--- src/rtl/regfile_pkg.sv ---
// Shared helpers for the scoreboarded register file: width calculation
// and bit offsets of the packed per-port select and data buses.
package regfile_pkg;

    // Bits needed to encode values 0..value-1 (0 for value <= 1).
    function automatic int clog2(input int value);
        int w;
        int v;
        w = 0;
        v = value - 1;
        while (v > 0) begin
            w = w + 1;
            v = v >> 1;
        end
        return w;
    endfunction

    // LSB of read port `port` inside the packed select bus.
    function automatic int sel_lsb(input int port, input int addr_w);
        return port * addr_w;
    endfunction

    // LSB of read port `port` inside the packed read-data bus.
    function automatic int data_lsb(input int port, input int data_w);
        return port * data_w;
    endfunction

endpackage

--- src/rtl/regfile_core.sv ---
// Architectural register array: one write port and NUM_RD read ports,
// each read port bypassing the same-cycle writeback value.
module regfile_core
    import regfile_pkg::*;
#(
    parameter int DATA_W   = 16,
    parameter int NUM_REGS = 8,
    parameter int NUM_RD   = 2,
    parameter int ADDR_W   = 3
) (
    input  logic                     clk,
    input  logic                     rst,
    input  logic [NUM_RD*ADDR_W-1:0] rd_sel,
    output logic [NUM_RD*DATA_W-1:0] rd_data,
    input  logic                     wr_en,
    input  logic [ADDR_W-1:0]        wr_sel,
    input  logic [DATA_W-1:0]        wr_data
);

    logic [DATA_W-1:0] mem [NUM_REGS];

    // Register array: cleared on reset, written on every writeback.
    // NOTE: the array is reset because readers rely on it reading zero after
    // rst; state is updated with <= so all registers see pre-edge values.
    always_ff @(posedge clk) begin
        if (rst) begin
            for (int r = 0; r < NUM_REGS; r++) begin
                mem[r] <= '0;
            end
        end else if (wr_en) begin
            mem[wr_sel] <= wr_data;
        end
    end

    // Read ports: writeback data wins over the stored value on a select match.
    for (genvar i = 0; i < NUM_RD; i++) begin : g_rd
        logic [ADDR_W-1:0] sel;
        assign sel = rd_sel[sel_lsb(i, ADDR_W) +: ADDR_W];
        assign rd_data[data_lsb(i, DATA_W) +: DATA_W] =
            (wr_en && wr_sel == sel) ? wr_data : mem[sel];
    end

endmodule

--- src/rtl/regfile_scoreboard.sv ---
// Decode-stage register file with per-register pending-write counters.
// Stalls issue on unresolved source hazards or a saturated destination
// counter; writeback retires pending writes, flush clears them all.
module regfile_scoreboard
    import regfile_pkg::*;
#(
    parameter  int DATA_W   = 16,
    parameter  int NUM_REGS = 8,
    parameter  int NUM_RD   = 2,
    parameter  int MAX_PEND = 3,
    localparam int ADDR_W   = clog2(NUM_REGS),
    localparam int PEND_W   = clog2(MAX_PEND + 1)
) (
    input  logic                     clk,
    input  logic                     rst,
    input  logic [NUM_RD*ADDR_W-1:0] rd_sel,
    input  logic [NUM_RD-1:0]        rd_use,
    output logic [NUM_RD*DATA_W-1:0] rd_data,
    input  logic                     issue_valid,
    input  logic                     issue_wr_en,
    input  logic [ADDR_W-1:0]        issue_wr_sel,
    output logic                     stall,
    input  logic                     wr_en,
    input  logic [ADDR_W-1:0]        wr_sel,
    input  logic [DATA_W-1:0]        wr_data,
    input  logic                     flush,
    output logic [NUM_REGS-1:0]      busy,
    output logic                     err
);

    logic [PEND_W-1:0] pending [NUM_REGS];
    logic [ADDR_W-1:0] src_sel [NUM_RD];
    logic [NUM_REGS-1:0] inc_vec;
    logic [NUM_REGS-1:0] dec_vec;
    logic src_hazard;
    logic dest_sat;
    logic issue_fire;

    regfile_core #(
        .DATA_W   (DATA_W),
        .NUM_REGS (NUM_REGS),
        .NUM_RD   (NUM_RD),
        .ADDR_W   (ADDR_W)
    ) u_core (
        .clk     (clk),
        .rst     (rst),
        .rd_sel  (rd_sel),
        .rd_data (rd_data),
        .wr_en   (wr_en),
        .wr_sel  (wr_sel),
        .wr_data (wr_data)
    );

    for (genvar i = 0; i < NUM_RD; i++) begin : g_src
        assign src_sel[i] = rd_sel[sel_lsb(i, ADDR_W) +: ADDR_W];
    end

    // Source hazard: a used operand has writes in flight, unless its last
    // pending write is retiring right now and the bypass supplies it.
    // NOTE: src_hazard is given a default before the loop so every path
    // assigns it and no latch is inferred.
    always_comb begin
        src_hazard = 1'b0;
        for (int i = 0; i < NUM_RD; i++) begin
            if (rd_use[i] && pending[src_sel[i]] != '0 &&
                !(pending[src_sel[i]] == PEND_W'(1) && wr_en && wr_sel == src_sel[i])) begin
                src_hazard = 1'b1;
            end
        end
    end

    // A full destination counter only blocks issue if it is not draining now.
    assign dest_sat = issue_wr_en
                   && pending[issue_wr_sel] == PEND_W'(MAX_PEND)
                   && !(wr_en && wr_sel == issue_wr_sel);

    assign stall      = issue_valid && (src_hazard || dest_sat);
    assign issue_fire = issue_valid && !stall && !flush;

    for (genvar r = 0; r < NUM_REGS; r++) begin : g_reg
        assign inc_vec[r] = issue_fire && issue_wr_en && issue_wr_sel == ADDR_W'(r);
        assign dec_vec[r] = wr_en && wr_sel == ADDR_W'(r) && pending[r] != '0;
        assign busy[r]    = pending[r] != '0;
    end

    // Pending counters: +1 per accepted issue, -1 per retiring writeback.
    always_ff @(posedge clk) begin
        if (rst || flush) begin
            for (int r = 0; r < NUM_REGS; r++) begin
                pending[r] <= '0;
            end
        end else begin
            for (int r = 0; r < NUM_REGS; r++) begin
                case ({inc_vec[r], dec_vec[r]})
                    2'b10:   pending[r] <= pending[r] + PEND_W'(1);
                    2'b01:   pending[r] <= pending[r] - PEND_W'(1);
                    default: pending[r] <= pending[r];
                endcase
            end
        end
    end

    // Sticky error on a writeback to a register with nothing pending.
    always_ff @(posedge clk) begin
        if (rst) begin
            err <= 1'b0;
        end else if (wr_en && !flush && pending[wr_sel] == '0) begin
            err <= 1'b1;
        end
    end

endmodule

--- config.mk ---
export PLATFORM = sky130hd
export DESIGN_NAME = regfile_scoreboard
export DESIGN_NICKNAME = d
export VERILOG_FILES = /design/src/rtl/regfile_pkg.sv /design/src/rtl/regfile_core.sv /design/src/rtl/regfile_scoreboard.sv
export SDC_FILE = /design/constraint.sdc
export NUM_CORES = 1
export LEC_CHECK = 0
export BUFFER_PORTS_ARGS = -buffer_cell sky130_fd_sc_hd__buf_2
export CORE_MARGIN = 2
export CORE_UTILIZATION = 44
export CTS_CLUSTER_DIAMETER = 100
export CTS_CLUSTER_SIZE = 40
export DETAILED_ROUTE_END_ITERATION = 12
export PLACE_DENSITY_LB_ADDON = 0.2
export SYNTH_ARGS = -nofsm -noshare
export SYNTH_HDL_FRONTEND = slang
export SYNTH_SLANG_ARGS = --single-unit
--- constraint.sdc ---
create_clock -name clk -period 3.02 [get_ports clk]
set_input_delay 0.151 -clock clk [delete_from_list [all_inputs] [get_ports clk]]
set_output_delay 0.151 -clock clk [all_outputs]
set_load 0.005 [all_outputs]
== Yosys cells after proc, flatten, opt, wreduce, memory -nomap -nowiden ==
Memories as Yosys holds them, arrays and structs flattened.
Index checks and enable logic that the tools add are counted.
Word-level totals
  register bits after elaboration: 1
  RAM bits: 144
  input port bits: 36
  output and inout port bits: 42
  logic and storage cells: 261
  memories kept: 2
Operators by class
  add/sub/neg operators: 16
  eq/ne operators: 36
  multiplexer cells: 110
  bitwise gates (word level): 24
  reductions and logical operators: 72
Memory list
  u_core.mem: words 8, bits a word 16, read ports 2, clocked after Yosys merged registers in 0, wr ports 8, line regfile_core.sv:20  | logic [DATA_W-1:0] mem [NUM_REGS];
  pending: words 8, bits a word 2, read ports 12, clocked after Yosys merged registers in 0, wr ports 8, line regfile_scoreboard.sv:31  | logic [PEND_W-1:0] pending [NUM_REGS];
Operator list (count)
  1-bit 2-to-1 mux: 82
  16-bit 2-to-1 mux: 3
  2-bit 2-to-1 mux: 24
  1-bit logical AND: 43
  3-bit == test (second input constant): 8
  1-bit bitwise OR: 24
  2-bit by 1-bit == test with 1-bit output (second input constant): 10
  2-bit nonzero test: 10
  2-bit == test (second input constant): 9
  2-bit by 1-bit adder with 2-bit output (second input constant): 8
  16-bit OR reduction: 1
  2-bit OR reduction: 8
  2-bit by 1-bit subtractor with 2-bit output (second input constant): 8
  3-bit by 2-bit == test with 1-bit output (second input constant): 4
  3-bit == test: 3
  3-bit by 1-bit == test with 1-bit output (second input constant): 2
  3-bit zero test: 2
  1-bit zero test: 5
  3-bit 2-to-1 mux: 1
  2-bit zero test: 1
  1-bit logical OR: 2

== Depth between registers and ports, before layout ==
Gate-level depths: netlist (run 1).
An unclocked memory read counts as a cell.
  depth in word-level cells: 22
  gate-level depth with buffers: 10

== Hierarchy ==
From an unflattened synthesis (run 1), not the netlist that was laid out.
Unflattened totals
  cells, all modules: 625
  area total of the unflattened synthesis: 9158.8 um2
Modules (own cells, without submodules)
  regfile_core: instances 1, cells each 445, area each 7453.4 um2
  regfile_scoreboard: instances 1, cells each 180, area each 1705.4 um2

== Worst setup path after synthesis (run 1) ==
No wires, ideal clock.
  kind: reg-to-reg
  start: memory pending[7][0] in the netlist's numbering
  end: memory pending[5][0] in the netlist's numbering, enable pin
  library setup time: 0.327 ns
  arrival time: 2.170 ns
  required time: 2.693 ns
  setup slack: 0.523 ns
  cell stages (with the launch flop): 7
  buffers on the path: 0
  clock period less this slack: 2.497 ns
  path through: edfxtp_1 mux4_2 a211o_1 a32oi_4 nand3_1 ha_1 o21ai_0
RTL lines (line)
  start, declared: regfile_scoreboard.sv:31

==> reports/summary.log, run 1 <==
INFO  run_status     outcome=complete, no violations
INFO  floorplanning  fp_rows=51
INFO  worst_setup_path worst-r2r-cell-count=8
INFO  worst_setup_path critical_path.max_fanout=10
INFO  route          ant_nets=0
INFO  worst_setup_path critical_path.reg2reg.startpoint=pending[7][0]
INFO  yosys          number_of_enable_flip_flop_cells_after_synthesis=144
INFO  clock_tree     cts_resized=0
INFO  floorplanning  design.die.area=20,800squm
INFO  clock_tree     post_cts_buffers=0
INFO  clock_tree     htree_num_levels=4
INFO  min_path       hold_end=err
INFO  job            max_cap_viol_count=0
INFO  place          place.gp.congestion=0.889
INFO  power_and_ir_drop cellLeakagePower=0.00379uW
INFO  clock_tree     clk_latency=420ps
INFO  layout         layout.filler_cells=1,681
INFO  floorplanning  dieWidth=144um
INFO  timing         maxSlewHeadroom=52.6%
INFO  route          route.final.wire_length=23,400um
INFO  yosys          synth_area_per_cell=12.9squm
INFO  route          drc=0
INFO  clock_tree     cts.path.max_buffers=2
INFO  min_path       min_path_type=in -> reg
INFO  min_path       hp-start=rst
INFO  global_routing grt_start_max_net_pins=21
INFO  route          routed_via_count=5,978
INFO  yosys          synth_commonest_cells=144 x sky130_fd_sc_hd__edfxtp_1, 128 x sky130_fd_sc_hd__and2_1, 75 x sky130_fd_sc_hd__mux4_2
INFO  yosys          synth_ff_type=sky130_fd_sc_hd__edfxtp_1
INFO  worst_setup_path crit_path_start=pending[7][0]
INFO  yosys          yosys_warnings=0
INFO  timing         unrepaired_setup_endpoints_after_global_routing=false
INFO  yosys          yosysMostFrequentCell=sky130_fd_sc_hd__edfxtp_1
INFO  worst_setup_path worstPathArrival=2920ps
INFO  yosys          async_reset_ff_share=0%
INFO  worst_setup_path critical_path_required=3170ps
INFO  worst_setup_path timing.reg2reg.setup_slack=250ps
INFO  power_and_ir_drop vdd.ir_drop.worst=0.439mV
INFO  floorplanning  die_h=144um
INFO  timing         minimum_clock_period_after_layout=2770ps
INFO  route          vias_per_cell=5.78
INFO  yosys          yosysSeqAreaShare=50.3%
INFO  route          drt-initial-drc-count=501
INFO  worst_setup_path cp-end-kind=register
INFO  floorplanning  io_pins=78
INFO  floorplanning  coreArea=19,300squm
INFO  layout         flow.area_growth_from_synthesis=16.4%
INFO  clock_tree     cts_root_buffer=sky130_fd_sc_hd__clkbuf_16
INFO  worst_setup_path category_of_the_worst_setup_path_launch_point=register
INFO  power_and_ir_drop cellPowerDensity=542nW/um^2
INFO  clock_tree     cts_hold_buf=0
INFO  yosys          flop_and_latch_count_out_of_synthesis=145
INFO  place          postPlaceCellArea=9450squm
INFO  global_routing overflow=0
INFO  yosys          synth_top_area_cell=sky130_fd_sc_hd__edfxtp_1
INFO  worst_setup_path timing.rr.end=pending[4][1]
INFO  timing         final-setup-viol-count=0
INFO  worst_setup_path timing.setup.critical_path_class=reg -> reg
INFO  route          post_drt_wl_per_cell=22.6um
INFO  place          port_buffers=77
INFO  clock_tree     total_clock_sinks=145
INFO  clock_tree     cts_made_buffers=17
INFO  place          hpwlAfterDp=15,500um
INFO  timing         final.setup.tns=0ps
INFO  clock_tree     cts.clk_slew.worst_paths=60ps
INFO  yosys          synth.net_count=715
INFO  min_path       worstHoldPathCells=2
INFO  layout         drive_gt1_share=29.1%
INFO  global_routing antenna_found_initial=0
INFO  yosys          synthesis.area=8640squm
INFO  layout         nNetsFinal=802
INFO  timing         fin_worst_skew=5.49ps
INFO  global_routing vias_in_the_first_global_route=6,247
INFO  global_routing grt_usage=23.7%
INFO  global_routing grt_pass1_wl=35,600um
INFO  timing         slew_violations=0
INFO  timing         period_utilization=91.7%
INFO  layout         stdcell_area=10,100squm
INFO  timing         report.final.hold_viol_count=0
INFO  yosys          synthTopCellsByArea=sky130_fd_sc_hd__edfxtp_1 50%, sky130_fd_sc_hd__mux4_2 20%, sky130_fd_sc_hd__and2_1 9.3%, sky130_fd_sc_hd__nor2_1 2.7%, sky130_fd_sc_hd__nand2_1 2.1%
INFO  floorplanning  initial_cell_density_of_the_core=44.7%
INFO  timing         tightest_slew=709ps
INFO  yosys          synthDominantCellAreaShare=50.1%
INFO  clock_tree     tritoncts=yes
INFO  route          detail_route.first_pass.iterations=5
INFO  yosys          synthDistinctLibCells=39
INFO  yosys          postSynthCellCount=669
INFO  timing         max_freq=361MHz
## logic make-up (layout without fill, tap and decap cells)
| logic type | count (synthesis) | in the layout | share of synthesized area [%] |
|---|---|---|---|
| buf+inv | 63 | 163 | 3.04 |
| fa+ha+maj | 10 | 10 | 1.45 |
| flops | 145 | 145 | 50.3 |
| simple gates | 281 | 281 | 17.0 |
| xor+xnor | 23 | 23 | 2.33 |
| other cells | 0 | 1 | 0 |
| mux | 93 | 93 | 21.7 |
| compound gates | 54 | 54 | 4.23 |
## worst max path at each step
stage	slack (ps)	endpoint
final	250	pending[4][1]
after detailed placement	280	pending[4][1]
after global placement	310	pending[4][1]
after floorplan	520	pending[5][0]
after global routing	120	pending[4][1]
after CTS	260	pending[4][1]
## sequential cells by signal, summed over array words and instances, names as in the netlist
register    flops
pending        16
err             1
u_core.mem    128
## area by class of cell
type / instances / area, sq um / share of cell area (%)
Tap cell: 265 / 332 / 3.30
Clock buffer: 19 / 433 / 4.31
Antenna cell: 1 / 2.50 / 0.0249
Clock inverter: 13 / 166 / 1.66
Inverter: 16 / 60.1 / 0.597
Timing Repair Buffer: 115 / 671 / 6.67
Sequential cell: 145 / 4340 / 43.2
Multi-Input combinational cell: 461 / 4050 / 40.2
## metal layers
layer / track usage, % / up-vias / share of wire, %
met2: 39.5 / 224 / 50
met3: 3.54 / 48 / 5.7
met5: 0 / - / 0
li1: - / 2684 / -
met4: 9.44 / 0 / 2.6
met1: 31.4 / 3022 / 42
## power breakdown
group / total (uW) / switching (uW) / leakage, uW / internal (uW)
clock: 2170 / 802 / 0.000291 / 1370
combinational: 834 / 438 / 0.00207 / 395
sequential: 2440 / 84.0 / 0.00142 / 2360
## worst max-delay path, stage by stage, from the launching register on
cell,delay [ps]
sky130_fd_sc_hd__edfxtp_1,490
sky130_fd_sc_hd__mux4_2,500
sky130_fd_sc_hd__a211o_1,340
sky130_fd_sc_hd__a32oi_4,370
sky130_fd_sc_hd__nand4_1,170
sky130_fd_sc_hd__ha_1,250
sky130_fd_sc_hd__xor2_1,180
sky130_fd_sc_hd__xnor2_1,150
sky130_fd_sc_hd__nor2_1,60
## layout by cell type (no fill, tap or decap), types with 7 or more instances in the layout
| cell type | n |
|---|---|
| sky130_fd_sc_hd__edfxtp_1 | 144 |
| sky130_fd_sc_hd__a21oi_1 | 16 |
| sky130_fd_sc_hd__clkbuf_16 | 17 |
| sky130_fd_sc_hd__buf_2 | 77 |
| sky130_fd_sc_hd__nor2_1 | 63 |
| sky130_fd_sc_hd__nand4_1 | 7 |
| sky130_fd_sc_hd__buf_4 | 38 |
| sky130_fd_sc_hd__xor2_1 | 12 |
| sky130_fd_sc_hd__nand2_1 | 49 |
| sky130_fd_sc_hd__mux4_2 | 75 |
| sky130_fd_sc_hd__a31oi_1 | 17 |
| sky130_fd_sc_hd__and2_1 | 128 |
| sky130_fd_sc_hd__mux2i_1 | 16 |
| sky130_fd_sc_hd__xnor2_1 | 11 |
| sky130_fd_sc_hd__nor3_1 | 12 |
| sky130_fd_sc_hd__ha_1 | 10 |
| sky130_fd_sc_hd__inv_1 | 14 |
## metrics by stage
stage	utilization, %	setup slack (ps)	hold slack [ps]	power (uW)	cells
after floorplan	-	523	223	2990	669
after global placement	48.9	308	444	3290	1002
after detailed placement	48.9	275	456	3320	1002
after CTS	52.0	263	12.2	5470	1034
after global routing	52.0	118	26.2	5650	1034
final	52.0	251	16.9	5450	1035
Note: power is estimated with default switching activity, not from simulation.
==> run 2, diff against run 1 <==
--- a/config.mk
+++ b/config.mk
@@ -7,7 +7,7 @@
 export LEC_CHECK = 0
 export BUFFER_PORTS_ARGS = -buffer_cell sky130_fd_sc_hd__buf_2
 export CORE_MARGIN = 2
-export CORE_UTILIZATION = 44
+export CORE_UTILIZATION = 60
 export CTS_CLUSTER_DIAMETER = 100
 export CTS_CLUSTER_SIZE = 40
 export DETAILED_ROUTE_END_ITERATION = 12
==> reports/summary.log, run 2 (synthesized netlist as in run 1, its figures left out) <==
INFO  run_status     outcome=complete, no violations
INFO  clock_tree     cts_made_buffers=17
INFO  timing         minimum_clock_period_after_layout=2790ps
INFO  worst_setup_path critical_path.max_fanout=10
INFO  route          post_drt_wl_per_cell=24.3um
INFO  worst_setup_path critical_path_cell_count=8
INFO  floorplanning  fp_rows=43
INFO  clock_tree     total_clock_sinks=145
INFO  worst_setup_path critical_path.cell_chain=mux4_2, a211o_1, a32oi_4, nand4_1, ha_1, xor2_1, xnor2_1, nor2_1
INFO  global_routing vias_in_the_first_global_route=6,138
INFO  route          ant_nets=0
INFO  timing         tightest_slew=777ps
INFO  worst_setup_path timing.setup.critical_path_class=reg -> reg
INFO  worst_setup_path critical_path_required=3180ps
INFO  layout         largest_register_ffs=128
INFO  clock_tree     cts.path.max_buffers=2
INFO  layout         stdcell_area=9890squm
INFO  worst_setup_path critical_path.reg2reg.startpoint=pending[4][0]
INFO  floorplanning  design.die.area=15,400squm
INFO  route          drt-initial-drc-count=693
INFO  layout         layout.filler_cells=980
INFO  route          drc=0
INFO  power_and_ir_drop cellLeakagePower=0.00375uW
INFO  clock_tree     cts_resized=0
INFO  worst_setup_path worst_path_largest_cell_delay=500ps
INFO  floorplanning  io_pins=78
INFO  worst_setup_path crit_path_start=pending[4][0]
INFO  clock_tree     cts_hold_buf=1
INFO  route          detail_route.first_pass.iterations=4
INFO  global_routing antenna_found_initial=0
INFO  worst_setup_path timing.critical_path.buf_inv=0
INFO  worst_setup_path worstPathArrival=2950ps
INFO  worst_setup_path cp-end-kind=register
INFO  timing         maxSlewHeadroom=48.0%
INFO  timing         slew_violations=0
INFO  power_and_ir_drop cellPowerDensity=542nW/um^2
INFO  timing         period_utilization=92.3%
INFO  place          place.gp.congestion=0.904
INFO  timing         final.setup.tns=0ps
INFO  power_and_ir_drop vdd.ir_drop.worst=0.391mV
INFO  min_path       min_path_type=in -> reg
INFO  place          place_ws=265ps
INFO  worst_setup_path worst-r2r-cell-count=8
INFO  worst_setup_path category_of_the_worst_setup_path_launch_point=register
INFO  layout         finish.utilization=70.7%
INFO  place          port_buffers=77
INFO  min_path       worstHoldPathCells=3
INFO  place          hpwlAfterDp=14,600um
INFO  route          routed_via_count=6,124
INFO  clock_tree     tritoncts=yes
INFO  global_routing overflow=0
INFO  min_path       hp-start=wr_en
INFO  layout         flow.area_growth_from_synthesis=14.5%
INFO  global_routing grt_usage=31.4%
INFO  worst_setup_path cpMaxStageDelayCell=sky130_fd_sc_hd__edfxtp_1
INFO  global_routing grt_pass1_wl=34,100um
INFO  layout         nNetsFinal=798
INFO  clock_tree     htree_num_levels=4
INFO  route          vias_per_cell=6.49
INFO  layout         layout_commonest_cell=sky130_fd_sc_hd__edfxtp_1
INFO  timing         unrepaired_setup_endpoints_after_global_routing=false
INFO  clock_tree     cts.clk_slew.worst_paths=60ps
INFO  clock_tree     post_cts_buffers=0
INFO  layout         top_regs=u_core.mem (128), pending (16), err (1)
INFO  floorplanning  coreArea=14,000squm
INFO  floorplanning  dieWidth=124um
INFO  layout         max_flop_register=u_core.mem
INFO  timing         report.final.hold_viol_count=0
INFO  timing         fin_worst_skew=4.69ps
INFO  job            max_cap_viol_count=0
INFO  timing         final-setup-viol-count=0
INFO  timing         max_freq=359MHz
INFO  floorplanning  initial_cell_density_of_the_core=61.7%
INFO  clock_tree     cts_root_buffer=sky130_fd_sc_hd__clkbuf_16
INFO  layout         antennaDiodeCount=0
INFO  route          route.final.wire_length=22,900um
INFO  place          postPlaceCellArea=9310squm
INFO  worst_setup_path critPathTopFamily=compound AO/OA/AOI/OAI gates
INFO  layout         drive_gt1_share=28.5%
INFO  layout         final_cell_mix=144 x sky130_fd_sc_hd__edfxtp_1, 128 x sky130_fd_sc_hd__and2_1, 77 x sky130_fd_sc_hd__buf_2
INFO  timing         worst_path_setup_slack_after_routing=233ps
INFO  clock_tree     clk_latency=430ps
INFO  floorplanning  die_h=124um
INFO  global_routing grt_start_max_net_pins=20
run 2: cell types whose count changed in the layout (fill, tap and decap cells not counted), sizes merged:
cell / delta
buf: -5
bufinv: -1
clkbuf: -1
clkinv: +1
diode: -1
dlygate4sd3: +1
run 2: report_power, final:
group          switching [uW]  internal (uW)  leakage (uW)
Combinational             437            393       0.00205
Clock                     811           1280      0.000278
Sequential               87.0           2360       0.00142
Total                    1340           4030       0.00375
run 2: layout make-up:
cell class | count | area, sq um | share of cell area [%]
clock buffers | 18 | 429 | 4.34
clock inverters | 13 | 144 | 1.45
inverters | 16 | 60.1 | 0.607
multi-input cells | 461 | 4050 | 40.9
flip-flops and latches | 145 | 4340 | 43.9
well taps | 180 | 225 | 2.28
repair buffers | 111 | 643 | 6.50
run 2: metal layers:
metal	global-route usage, %	vias to the layer above	share of wire [%]
li1	-	2665	-
met1	40.1	3071	38
met2	52.4	340	51
met3	8.24	48	8.8
met4	11.3	0	2.0
met5	0	-	0
run 2: path summary, 6_finish.rpt:
kind / end / slack, ps
max: pending[4][1] / 230
min: err / 40
max reg2reg: pending[4][1] / 230
min reg2reg: err / 490
run 2: worst register-to-register path: cells and delay by family (launching register included):
family                     cells  cell delay (ps)
DFF                            1              500
muxes                          1              490
and+or+nand+nor                2              210
adders and majority gates      1              240
xor gates and xnor gates       2              330
AOI/OAI and AO/OA              2              760
run 2: through the flow:
stage | total power, uW | hold WS, ps | std cells
final | 5370 | 42.0 | 944
after global routing | 5540 | 65.6 | 944
after CTS | 5370 | 38.6 | 944
after detailed placement | 3310 | 430 | 912
after global placement | 3270 | 418 | 912
after floorplan | 2990 | 223 | 669
==> run 3, diff against run 2 <==
--- a/config.mk
+++ b/config.mk
@@ -7,7 +7,7 @@
 export LEC_CHECK = 0
 export BUFFER_PORTS_ARGS = -buffer_cell sky130_fd_sc_hd__buf_2
 export CORE_MARGIN = 2
-export CORE_UTILIZATION = 60
+export CORE_UTILIZATION = 40
 export CTS_CLUSTER_DIAMETER = 100
 export CTS_CLUSTER_SIZE = 40
 export DETAILED_ROUTE_END_ITERATION = 12
==> reports/summary.log, run 3 (synthesized netlist as in run 1, its figures left out) <==
INFO  place          postPlaceCellArea=9440squm
INFO  job            max_cap_viol_count=0
INFO  timing         max_freq=366MHz
INFO  layout         layout_commonest_cell=sky130_fd_sc_hd__edfxtp_1
INFO  global_routing grt_usage=21.7%
INFO  worst_setup_path cp-end-kind=register
INFO  worst_setup_path worstSetupEndpoint=pending[4][1]
INFO  layout         antennaDiodeCount=0
INFO  place          place.gp.congestion=0.866
INFO  layout         drive_gt1_share=29.3%
INFO  layout         largest_register_ffs=128
INFO  worst_setup_path worstPathArrival=2900ps
INFO  worst_setup_path critical_path.reg2reg.startpoint=pending[3][0]
INFO  worst_setup_path timing.setup.critical_path_class=reg -> reg
INFO  timing         unrepaired_setup_endpoints_after_global_routing=false
INFO  power_and_ir_drop vdd.ir_drop.worst=0.386mV
INFO  clock_tree     cts_resized=0
INFO  floorplanning  dieWidth=151um
INFO  clock_tree     htree_num_levels=4
INFO  place          hpwlAfterDp=14,700um
INFO  floorplanning  design.die.area=22,800squm
INFO  floorplanning  initial_cell_density_of_the_core=41.0%
INFO  global_routing grt_pass1_wl=35,700um
INFO  timing         fin_worst_skew=10.7ps
INFO  worst_setup_path timing.reg2reg.setup_slack=280ps
INFO  layout         final_cell_mix=144 x sky130_fd_sc_hd__edfxtp_1, 128 x sky130_fd_sc_hd__and2_1, 77 x sky130_fd_sc_hd__buf_2
INFO  min_path       min_path_type=in -> reg
INFO  floorplanning  fp_rows=53
INFO  layout         stdcell_area=9970squm
INFO  clock_tree     cts_made_buffers=17
INFO  global_routing vias_in_the_first_global_route=6,132
INFO  timing         period_utilization=90.6%
INFO  route          ant_nets=0
INFO  route          drt-initial-drc-count=502
INFO  floorplanning  io_pins=78
INFO  route          detail_route.wirelength.met1=9390um
INFO  layout         finish.utilization=47.3%
INFO  worst_setup_path crit_path_start=pending[3][0]
INFO  timing         final-setup-viol-count=0
INFO  layout         top_regs=u_core.mem (128), pending (16), err (1)
INFO  timing         final.setup.tns=0ps
INFO  floorplanning  coreArea=21,100squm
INFO  layout         layout.filler_cells=1,872
INFO  run_status     outcome=complete, no violations
INFO  clock_tree     cts.path.max_buffers=2
INFO  global_routing antenna_found_initial=0
INFO  global_routing grt_start_max_net_pins=33
INFO  worst_setup_path timing.rr.end=pending[4][1]
INFO  power_and_ir_drop cellLeakagePower=0.00370uW
INFO  route          drc=0
INFO  layout         max_flop_register=u_core.mem
INFO  clock_tree     clk_latency=430ps
INFO  route          routed_via_count=5,956
INFO  clock_tree     total_clock_sinks=145
INFO  route          route.met3.wl=1990um
INFO  route          detail_route.first_pass.iterations=5
INFO  worst_setup_path critical_path_required=3180ps
INFO  layout         flow.area_growth_from_synthesis=15.4%
INFO  worst_setup_path worst-r2r-cell-count=8
INFO  place          place_inst=1,002
INFO  clock_tree     tritoncts=yes
INFO  route          route.top_layer_used=met4
INFO  floorplanning  die_h=151um
INFO  place          port_buffers=77
INFO  clock_tree     cts.clk_slew.worst_paths=70ps
INFO  route          vias_per_cell=5.75
INFO  power_and_ir_drop cellPowerDensity=518nW/um^2
INFO  route          post_drt_wl_per_cell=22.9um
INFO  clock_tree     cts_root_buffer=sky130_fd_sc_hd__clkbuf_16
INFO  power_and_ir_drop report.power.total=5170uW
INFO  worst_setup_path critical_path.max_fanout=10
INFO  timing         minimum_clock_period_after_layout=2740ps
INFO  layout         post_layout_nonfiller_instances=1,035
INFO  timing         maxSlewHeadroom=48.0%
INFO  worst_setup_path category_of_the_worst_setup_path_launch_point=register
INFO  global_routing overflow=0
INFO  timing         report.final.hold_viol_count=0
INFO  route          route.final.wire_length=23,700um
INFO  timing         slew_violations=0
INFO  layout         nNetsFinal=793
INFO  route          routed-wl-met2=11,900um
INFO  timing         tightest_slew=777ps
==> run 3: cell types whose count changed in the layout (fill, tap and decap cells not counted) <==
cell / change
sky130_fd_sc_hd__inv_6: +2
sky130_fd_sc_hd__clkbuf_1: +2
sky130_fd_sc_hd__o21ai_1: -6
sky130_fd_sc_hd__o31ai_2: -2
sky130_fd_sc_hd__buf_4: -5
sky130_fd_sc_hd__o21ai_2: +6
sky130_fd_sc_hd__nor3_2: +1
sky130_fd_sc_hd__clkinvlp_4: +4
sky130_fd_sc_hd__nor3_1: -1
sky130_fd_sc_hd__bufinv_16: -3
sky130_fd_sc_hd__clkinv_1: -4
sky130_fd_sc_hd__o31ai_4: +2
==> run 3: area by class of cell <==
class / instances / area, sq um / area share [%]
tap: 275 / 344 / 3.45
clock buffer: 20 / 437 / 4.38
inverter: 16 / 60.1 / 0.602
multi-input combinational: 461 / 4090 / 41.0
clock inverter: 12 / 86.3 / 0.866
timing repair buffer: 106 / 606 / 6.08
sequential: 145 / 4340 / 43.6
==> run 3: what timing repair did <==
action,4_1_cts,5_1_grt
buffers inserted,0,0
hold buffers,1,0
endpoints found under the hold margin,1,0
==> run 3: critical path: stages, from the launching register on <==
cell and delay (ps):
sky130_fd_sc_hd__edfxtp_1 480, sky130_fd_sc_hd__mux4_2 510, sky130_fd_sc_hd__a211o_1 350, sky130_fd_sc_hd__a32oi_4 370, sky130_fd_sc_hd__nand4_1 170, sky130_fd_sc_hd__ha_1 250
sky130_fd_sc_hd__xor2_1 150, sky130_fd_sc_hd__xnor2_1 150, sky130_fd_sc_hd__nor2_1 60
==> run 3: routing by layer <==
layer / up-vias / global-route usage [%]
met2: 284 / 36.8
met3: 32 / 3.34
met5: - / 0
met4: 0 / 7.15
met1: 2985 / 28.7
li1: 2655 / -
==> run 3: where the power goes <==
group / internal (uW) / switching (uW) / total (uW)
clock: 1050 / 842 / 1890
sequential: 2360 / 83.5 / 2440
combinational: 391 / 443 / 834
total: 3800 / 1370 / 5170
==> run 3: through the flow <==
stage	setup slack, ps	hold slack, ps
floorplan	523	223
global placement	348	437
detailed placement	297	444
CTS	298	47.3
global route	129	87.0
finish	284	60.9
==> run 3: how the worst min path moves through the flow <==
stage	cells after the start	end	slack, ps	start
final	3	err	60	wr_en
after floorplan	1	err	220	rst
after detailed placement	2	err	440	rst
after CTS	3	err	50	wr_en
after global routing	3	err	90	wr_en
after global placement	2	err	440	rst
